File: src/rtl/servo_pkg.sv
// servo_pkg: shared timing defaults, width/step derivation helpers and types
// for the servo_pwm_multi RC-servo PWM generator.
package servo_pkg;

   // Default timing: 50 MHz clock, 20 ms frame, 1 ms .. 2 ms pulse
   localparam int unsigned CLK_HZ         = 50_000_000;
   localparam int unsigned DEF_PERIOD_CYC = CLK_HZ / 50;
   localparam int unsigned DEF_MIN_PULSE  = CLK_HZ / 1000;
   localparam int unsigned DEF_MAX_PULSE  = CLK_HZ / 500;
   localparam int unsigned DEF_SLEW_CYC   = 2_000;
   localparam int unsigned DEF_ANGLE_W    = 8;
   localparam int unsigned DEF_N_CH       = 2;

   // Counter/pulse register width for a given frame length
   function automatic int unsigned cnt_w(input int unsigned period);
      return $clog2(period);
   endfunction

   // Cycles per angle LSB, floored, so ANGLE_MAX never exceeds max_p
   function automatic int unsigned step_cyc(input int unsigned min_p,
                                            input int unsigned max_p,
                                            input int unsigned angle_w);
      return (max_p - min_p) / ((32'd1 << angle_w) - 32'd1);
   endfunction

   localparam int unsigned DEF_CNT_W    = cnt_w(DEF_PERIOD_CYC);
   localparam int unsigned DEF_STEP_CYC = step_cyc(DEF_MIN_PULSE, DEF_MAX_PULSE, DEF_ANGLE_W);

   typedef logic [DEF_CNT_W-1:0] pulse_t;

   typedef enum logic {
      ST_IDLE = 1'b0,
      ST_RUN  = 1'b1
   } state_t;

endpackage

File: src/rtl/servo_ch.sv
// servo_ch: one servo channel. Holds the commanded target and the pulse width
// in force for the current frame, applies the per-frame step toward the target,
// and drives the registered PWM comparator and in-position flag.
module servo_ch
   import servo_pkg::*;
#(
   parameter int unsigned CNT_W     = DEF_CNT_W,
   parameter int unsigned ANGLE_W   = DEF_ANGLE_W,
   parameter int unsigned MIN_PULSE = DEF_MIN_PULSE,
   parameter int unsigned MAX_PULSE = DEF_MAX_PULSE,
   parameter int unsigned STEP_LIM  = DEF_SLEW_CYC
) (
   input  logic               clk,
   input  logic               rst,
   input  logic               i_wr,
   input  logic [ANGLE_W-1:0] i_angle,
   input  logic               i_frame_start,
   input  logic               i_run,
   input  logic [CNT_W-1:0]   i_cnt,
   output logic               o_pwm,
   output logic               o_in_pos
);

   localparam int unsigned STEP_CYC = step_cyc(MIN_PULSE, MAX_PULSE, ANGLE_W);

   logic [CNT_W-1:0] r_tgt;
   logic [CNT_W-1:0] r_cur;
   logic [CNT_W-1:0] w_tgt_new;
   logic [CNT_W-1:0] w_cur_next;
   logic [CNT_W-1:0] w_diff;
   logic             r_pwm;
   logic             r_in_pos;

   assign w_tgt_new = CNT_W'(MIN_PULSE + 32'(i_angle) * STEP_CYC);

   // Next frame's pulse width: step toward target, clamped so it never overshoots
   always_comb begin
      w_diff     = '0;
      w_cur_next = r_cur;
      if (r_tgt >= r_cur) begin
         w_diff     = r_tgt - r_cur;
         w_cur_next = (32'(w_diff) > STEP_LIM) ? r_cur + CNT_W'(STEP_LIM) : r_tgt;
      end else begin
         w_diff     = r_cur - r_tgt;
         w_cur_next = (32'(w_diff) > STEP_LIM) ? r_cur - CNT_W'(STEP_LIM) : r_tgt;
      end
   end

   // Target follows accepted commands; current width changes only at frame start
   always_ff @(posedge clk or posedge rst) begin
      if (rst) begin
         r_tgt <= CNT_W'(MIN_PULSE);
         r_cur <= CNT_W'(MIN_PULSE);
      end else begin
         if (i_wr) begin
            r_tgt <= w_tgt_new;
         end
         if (i_frame_start) begin
            r_cur <= w_cur_next;
         end
      end
   end

   // Registered pulse comparator and in-position flag
   always_ff @(posedge clk or posedge rst) begin
      if (rst) begin
         r_pwm    <= 1'b0;
         r_in_pos <= 1'b1;
      end else begin
         r_pwm    <= i_run && (i_cnt < r_cur);
         r_in_pos <= (r_cur == r_tgt);
      end
   end

   assign o_pwm    = r_pwm;
   assign o_in_pos = r_in_pos;

endmodule

File: src/rtl/servo_pwm_multi.sv
// servo_pwm_multi: N-channel RC-servo PWM generator with a shared frame
// counter, valid/ready angle command port and per-channel in-position flags.
// Optional per-frame slew limiting is enabled by defining SERVO_SLEW_EN.
module servo_pwm_multi
   import servo_pkg::*;
#(
   parameter int unsigned N_CH       = DEF_N_CH,
   parameter int unsigned ANGLE_W    = DEF_ANGLE_W,
   parameter int unsigned PERIOD_CYC = DEF_PERIOD_CYC,
   parameter int unsigned MIN_PULSE  = DEF_MIN_PULSE,
   parameter int unsigned MAX_PULSE  = DEF_MAX_PULSE,
   parameter int unsigned SLEW_CYC   = DEF_SLEW_CYC,
   localparam int unsigned CH_W      = (N_CH > 1) ? $clog2(N_CH) : 1,
   localparam int unsigned CNT_W     = cnt_w(PERIOD_CYC)
) (
   input  logic               clk,
   input  logic               rst,
   input  logic               enable,
   input  logic               cmd_valid,
   output logic               cmd_ready,
   input  logic [CH_W-1:0]    cmd_ch,
   input  logic [ANGLE_W-1:0] cmd_angle,
   output logic [N_CH-1:0]    servo_pwm,
   output logic               frame_tick,
   output logic [N_CH-1:0]    in_pos
);

`ifdef SERVO_SLEW_EN
   localparam int unsigned STEP_LIM = SLEW_CYC;
`else
   // A limit of at least a full frame can never bind: targets apply in one frame
   localparam int unsigned STEP_LIM = (SLEW_CYC > PERIOD_CYC) ? SLEW_CYC : PERIOD_CYC;
`endif

   state_t           r_state;
   logic [CNT_W-1:0] r_cnt;
   logic             r_tick;
   logic             r_ready;
   logic             w_run;
   logic             w_accept;
   logic [N_CH-1:0]  w_wr;

   // Dropping enable gates the comparators on the very next edge, mid-pulse or not
   assign w_run    = (r_state == ST_RUN) && enable;
   assign w_accept = cmd_valid && r_ready;

   // IDLE/RUN control, frame counter and frame-start tick (cnt==0 in RUN)
   always_ff @(posedge clk or posedge rst) begin
      if (rst) begin
         r_state <= ST_IDLE;
         r_cnt   <= '0;
         r_tick  <= 1'b0;
         r_ready <= 1'b0;
      end else begin
         r_ready <= 1'b1;
         if (!enable) begin
            r_state <= ST_IDLE;
            r_cnt   <= '0;
            r_tick  <= 1'b0;
         end else if (r_state == ST_IDLE) begin
            r_state <= ST_RUN;
            r_cnt   <= '0;
            r_tick  <= 1'b1;
         end else if (r_cnt == CNT_W'(PERIOD_CYC - 1)) begin
            r_cnt  <= '0;
            r_tick <= 1'b1;
         end else begin
            r_cnt  <= r_cnt + CNT_W'(1);
            r_tick <= 1'b0;
         end
      end
   end

   // Command decode: out-of-range channel numbers match no strobe and are dropped
   always_comb begin
      w_wr = '0;
      for (int unsigned i = 0; i < N_CH; i++) begin
         if (w_accept && (32'(cmd_ch) == i)) begin
            w_wr[i] = 1'b1;
         end
      end
   end

   for (genvar g = 0; g < N_CH; g++) begin : g_ch
      servo_ch #(
         .CNT_W     (CNT_W),
         .ANGLE_W   (ANGLE_W),
         .MIN_PULSE (MIN_PULSE),
         .MAX_PULSE (MAX_PULSE),
         .STEP_LIM  (STEP_LIM)
      ) u_ch (
         .clk           (clk),
         .rst           (rst),
         .i_wr          (w_wr[g]),
         .i_angle       (cmd_angle),
         .i_frame_start (r_tick),
         .i_run         (w_run),
         .i_cnt         (r_cnt),
         .o_pwm         (servo_pwm[g]),
         .o_in_pos      (in_pos[g])
      );
   end

   assign cmd_ready  = r_ready;
   assign frame_tick = r_tick;

endmodule

File: config.mk
export PLATFORM = sky130hd
export DESIGN_NAME = servo_pwm_multi
export DESIGN_NICKNAME = d
export VERILOG_FILES = /design/src/rtl/servo_pkg.sv /design/src/rtl/servo_ch.sv /design/src/rtl/servo_pwm_multi.sv
export SDC_FILE = /design/constraint.sdc
export NUM_CORES = 1
export LEC_CHECK = 0
export ABC_AREA = 1
export CELL_PAD_IN_SITES_DETAIL_PLACEMENT = 1
export CELL_PAD_IN_SITES_GLOBAL_PLACEMENT = 1
export CORE_MARGIN = 2
export CORE_UTILIZATION = 48
export CTS_BUF_LIST = sky130_fd_sc_hd__clkbuf_8
export DETAILED_ROUTE_END_ITERATION = 8
export GPL_TIMING_DRIVEN = 0
export PLACE_DENSITY = 0.85
export SYNTH_ARGS = -nofsm -noshare
export SYNTH_HDL_FRONTEND = slang
export SYNTH_HIERARCHICAL = 1
export SYNTH_SLANG_ARGS = --single-unit
File: constraint.sdc
create_clock -name clk -period 3.05 [get_ports clk]
set_clock_uncertainty 0.2 [all_clocks]
set_input_delay 0.4575 -clock clk [delete_from_list [all_inputs] [get_ports clk]]
set_output_delay 0.4575 -clock clk [all_outputs]
set_load 0.01 [all_outputs]
Word-level counts from Yosys, hierarchy flattened
Index checks and enable logic that the tools add are counted.

Memories: 0. ROM bits: 0. Word-level logic and storage cells: 56. RAM bits: 0. Latch bits: 0. Output and inout port bits: 6. Register bits: 107. Input bits: 13.

Add/subtract/negate cells: 10. $lt $le $gt $ge: 8. Reduce and logical (&&, ||, !) cells: 6. Mux-type cells: 15. Divide/modulo/power cells: 0. Equal/unequal tests: 3. Multipliers: 1. Shift-type cells: 0. Bitwise gates (word level): 1.

Operators with widths (number): $mux 20 (9); $gt 20x20->1 const B (4); $sub 20x20->20 (4); $add 20x20->20 const B (2); $eq 20x20->1 (2); $ge 20x20->1 (2); $lt 20x20->1 (2); $sub 20x20->20 const B (2); $add 20x1->20 const B (1); $eq 20x20->1 const B (1); $add 16x16->17 const A (1); $mul 8x6->14 const B (1); $logic_and 1x1->1 (6); $mux 1 (6); $not 1->1 (1).

Logic depth before layout (Yosys ltp)
Depth in word-level cells: 4. Depth in mapped cells: 22. Mapped depth without buffers: 21.

Hierarchy
The synthesis kept the hierarchy.

By module, submodules not included: servo_ch (g_ch[1].u_ch) (sequential area each 892.1 um^2, cells each 783, area an instance 5151.2 um^2, times used 1); servo_ch (g_ch[0].u_ch) (sequential area each 892.1 um^2, cells each 774, area an instance 5036.1 um^2, times used 1); servo_pwm_multi (sequential area each 575.6 um^2, cells each 181, area an instance 1285.0 um^2, times used 1).

Worst setup path before layout
No wires, ideal clock.

Kind: input to register. Start: input port cmd_angle[1]. End: register g_ch[0].u_ch.r_tgt[15]. Required time: 2.771 ns. Buffers on the path: 0. Slack: -0.345 ns. Library setup time: 0.079 ns. Cell stages on the path: 16. Data arrival time: 3.116 ns. Cells stage by stage: ha_1 > fa_1 > ha_1 > ha_1 > inv_1 > fa_1 > inv_1 > a31oi_1 > inv_1 > a21oi_1 > nor2_1 > nor2_1 > xor2_1 > nand2_1 > xnor2_1 > o21ai_0.

Word-level cells in the longest chain between the ends: 2.

Ends and longest elaborated chain: start, declared (line servo_pwm_multi.sv:22) `input logic [ANGLE_W-1:0] cmd_angle,`; $mul 8x6->14 (line servo_ch.sv:34) `assign w_tgt_new = CNT_W'(MIN_PULSE + 32'(i_angle) * STEP_CYC);`; $add 16x16->17 (line servo_ch.sv:34); end signal, assigned (line servo_ch.sv:52) `r_tgt <= CNT_W'(MIN_PULSE);`; end signal, assigned (line servo_ch.sv:56) `r_tgt <= w_tgt_new;`; end, declared (line servo_ch.sv:26) `logic [CNT_W-1:0] r_tgt;`.

Every way passes these cells. A chain may end at the register's enable or synchronous reset.

Worst setup path after layout
Start: input port cmd_angle[1]. End: register g_ch[0].u_ch.r_tgt[16].

Same word-level chain as after synthesis.

==> impl_results.md <==
* Outcome: complete, but fails checks
* Failing checks: setup timing
* Worst slew pin tran at 0.9345 ns
* GP Congestion at 0.9217
* Worst R2R Start: g_ch[0].u_ch/r_tgt[4]$_DFFE_PP1P_
* Reg2Reg Capture Point: g_ch[0].u_ch/r_cur[6]$_DFFE_PP1P_
* Post-synth EDFFs at 0
* CORE AREA at 23470 µm²
* Cell depth of the worst min-delay path at 2
* Crit. End Element: flip-flop
* Req. time, crit path at 3.14 ns
* Global route overflow at 0
* Headroom to the max-slew limit at 37.63%
* WS Path Type: primary input to flip-flop
* Syn Area/Cell at 6.601 µm²
* GRT Overall Usage at 31.05%
* Vias in the first global route at 12.13k
* Initial DRC Count at 747
* DP Cell Count at 2075
* Synth cell types at 56
* DRT Pass-1 Iters at 5
* Power, Total at 15420 µW
* # rows at 56
* Area of the mapped netlist at 11470 µm²
* HPWL after DPL at 30.06 mm
* Die W at 158.6 µm
* Die height at 158.6 µm
* FF-to-FF path depth at 19
* Filler cells at 3165
* IO Port Bufs at 18
* Most frequent cells in the layout: nand2_1 (488), inv_1 (241), nand3_1 (150)
* Sw power at 9075 µW
* Fmax at 0.3005 GHz
* Syn Inst Count at 1738
* Critical Path AT at 3.42 ns
* Largest net degree at the start of global routing at 36
* Layout cell share with drive strength beyond 1 at 18.14%
* DRT antenna net count at 0
* Non-Filler Instances at 2122
* Switching Fraction at 58.86%
* Htree depth at 3
* VDD IR-drop max at 592.9 µV
* Seq cells post-synth at 93
* Drt wl/cell at 19.86 µm
* Synth Flop Type: dfrtp_1
* Syn Nets at 1918
* Worst hold endpoint: g_ch[0].u_ch/r_tgt[4]$_DFFE_PP1P_
* Int Pwr at 6343 µW
* Global-route wire length before repair at 61.63 mm
* Post-synth ARST share at 100.0%
* DRC Markers at 0
* YS warnings at 6
* Worst-case clock buffer depth at 2
* Hold Crit Start: cmd_angle[2]
* Clock-pin transition on the worst setup and hold timing paths at 0.10 ns
* R2R setup slack at -0.07 ns
* Post-Route WL at 42.15 mm
* Setup crit start kind: primary input
* CTS tree: yes
* Leakage power at 0.006851 µW
* Tmin final at 3.328 ns
* Max-cap violations at 0
* Initial Utilization at 48.88%
* CP max FO at 6
* Final setup vio count at 28
* Register area share after synthesis at 20.57%
* Clock power frac at 7.0%
* RSZ-0062 raised after global routing: true
* Fin nets at 1978
* Final Hold Viols at 0
* Reg power frac at 14.1%
* Die area at 25150 µm²
* Via count at 12.08k
* Hold WS at 0.06188 ns
* Most common cell after layout, fill and taps aside: nand2_1
* CTS Root Cell: clkbuf_8
* Ant. Diodes at 0
* Initial antenna violation count at 0
* Syn-to-layout area delta at 15.39%
* Hold WC Path Type: primary input to flip-flop
* Worst setup margin at -0.2779 ns
* IO Pins at 19
* Detail-routed via count per cell at 5.693
* Final period util at 109.1%
* Clock Latency Late Sink at 0.41 ns
* Combinational fraction of design power at 78.9%
* Cts bufs inserted at 9
* Pwr dens at 1165 nW/µm²
* Clk sinks at 93
* Final Max Tran Viols at 0
==> synthesized netlist by cell type, types with 5 or more instances <==
library cell,count,share of area (%)
nand2_1,513,17
inv_1,260,8.5
ha_1,159,17
nand3_1,151,6.6
nor2_1,145,4.7
a21oi_1,83,3.6
dfrtp_1,67,15
xor2_1,53,4.0
o21ai_0,52,2.3
nand4_1,34,1.9
nand2_2,31,1.7
dfstp_2,26,6.0
inv_2,16,0.52
buf_2,12,0.52
xnor2_1,11,0.84
clkbuf_1,8,0.26
fa_1,8,1.4
nor2_2,8,0.44
nor3_1,8,0.35
o21ai_2,8,0.61
a31oi_1,7,0.38
o21ai_1,7,0.31
nand3_2,5,0.44
==> worst max-delay path by stage <==
stage                       from                                 end  cells past startpoint
floorplan           cmd_angle[1]  g_ch[0].u_ch/r_tgt[15]$_DFFE_PP1P_                     16
global placement    cmd_angle[2]  g_ch[0].u_ch/r_tgt[15]$_DFFE_PP1P_                     17
detailed placement  cmd_angle[1]  g_ch[1].u_ch/r_tgt[16]$_DFFE_PP0P_                     17
CTS                 cmd_angle[1]  g_ch[1].u_ch/r_tgt[15]$_DFFE_PP1P_                     17
global route        cmd_angle[1]  g_ch[0].u_ch/r_tgt[16]$_DFFE_PP0P_                     17
finish              cmd_angle[1]  g_ch[0].u_ch/r_tgt[16]$_DFFE_PP0P_                     17
==> cell type report <==
type | instances | area, µm² | share of cell area, %
Tap cell | 319 | 399.1 | 3.015
Clock inverter | 6 | 108.9 | 0.8223
Timing Repair Buffer | 49 | 415.4 | 3.138
Inverter | 277 | 1045 | 7.892
Buffer | 24 | 160.2 | 1.210
Sequential cell | 93 | 2364 | 17.85
Multi-Input combinational cell | 1344 | 8608 | 65.03
Clock buffer | 10 | 137.6 | 1.040
==> layer usage <==
metal | track usage, % | wire, µm | vias to the layer above
li1 | - | - | 5663
met1 | 39.95 | 18160 | 5937
met2 | 54.32 | 20470 | 352
met3 | 3.402 | 1771 | 128
met4 | 10.08 | 1747 | 0
met5 | 0 | 0 | -
==> power groups by stage <==
stage | Clock (µW) | Combinational, µW | Sequential [µW]
after floorplan | 0 | 7910 | 1960
after global placement | 0 | 9950 | 2120
after detailed placement | 0 | 10300 | 2150
after CTS | 1090 | 10600 | 2130
after global routing | 1130 | 13400 | 2200
final | 1080 | 12200 | 2170
==> kinds of logic after synthesis <==
kind of cell / after synthesis / synth area share (%)
AND/OR/NAND/NOR: 928 / 36.43
buffers and inverters: 301 / 10.28
AO/OA/AOI/OAI: 184 / 9.063
adder cells (fa/ha/maj): 167 / 18.74
flip-flops: 93 / 20.57
XOR/XNOR: 64 / 4.886
other: 1 / 0.03269
==> repair_timing <==
item	in CTS	in global routing
cloned	0	1
pin swaps	23	31
gates resized for setup	83	130
setup buffers	10	20
hold buffers	0	0
setup endpoints to repair	52	46
==> stage by stage <==
step | TNS, ns | setup slack [ns] | instance area [µm²] | util (%)
6_report | -2.460 | -0.2779 | 13240 | 56.40
4_1_cts | -0.4605 | -0.1175 | 12600 | 53.69
5_1_grt | -7.551 | -0.3381 | 13240 | 56.40
2_1_floorplan | -0.7051 | -0.1549 | 11540 | -
3_5_place_dp | -21.06 | -1.383 | 12120 | 51.62
3_3_place_gp | -17.75 | -1.249 | 12120 | 51.62
==> state kept, by name, indices dropped and copies added (netlist names) <==
name	flops
r_cnt	20
g_ch.u_ch/o_in_pos	2
r_state	1
g_ch.u_ch/o_pwm	2
cmd_ready	1
g_ch.u_ch/r_cur	36
g_ch.u_ch/r_tgt	30
frame_tick	1
==> worst max-delay path, stage by stage <==
cell     delay [ns]
buf_12         0.13
ha_4           0.24
fa_1           0.48
ha_1           0.30
ha_2           0.19
inv_2          0.05
fa_2           0.36
inv_2          0.08
a31oi_4        0.08
inv_1          0.07
a21oi_1        0.05
nor2_1         0.15
nor2_2         0.07
xor2_2         0.31
nand4_1        0.20
o21ai_1        0.13
inv_1          0.07
Note: power is estimated with default switching activity, not from simulation.
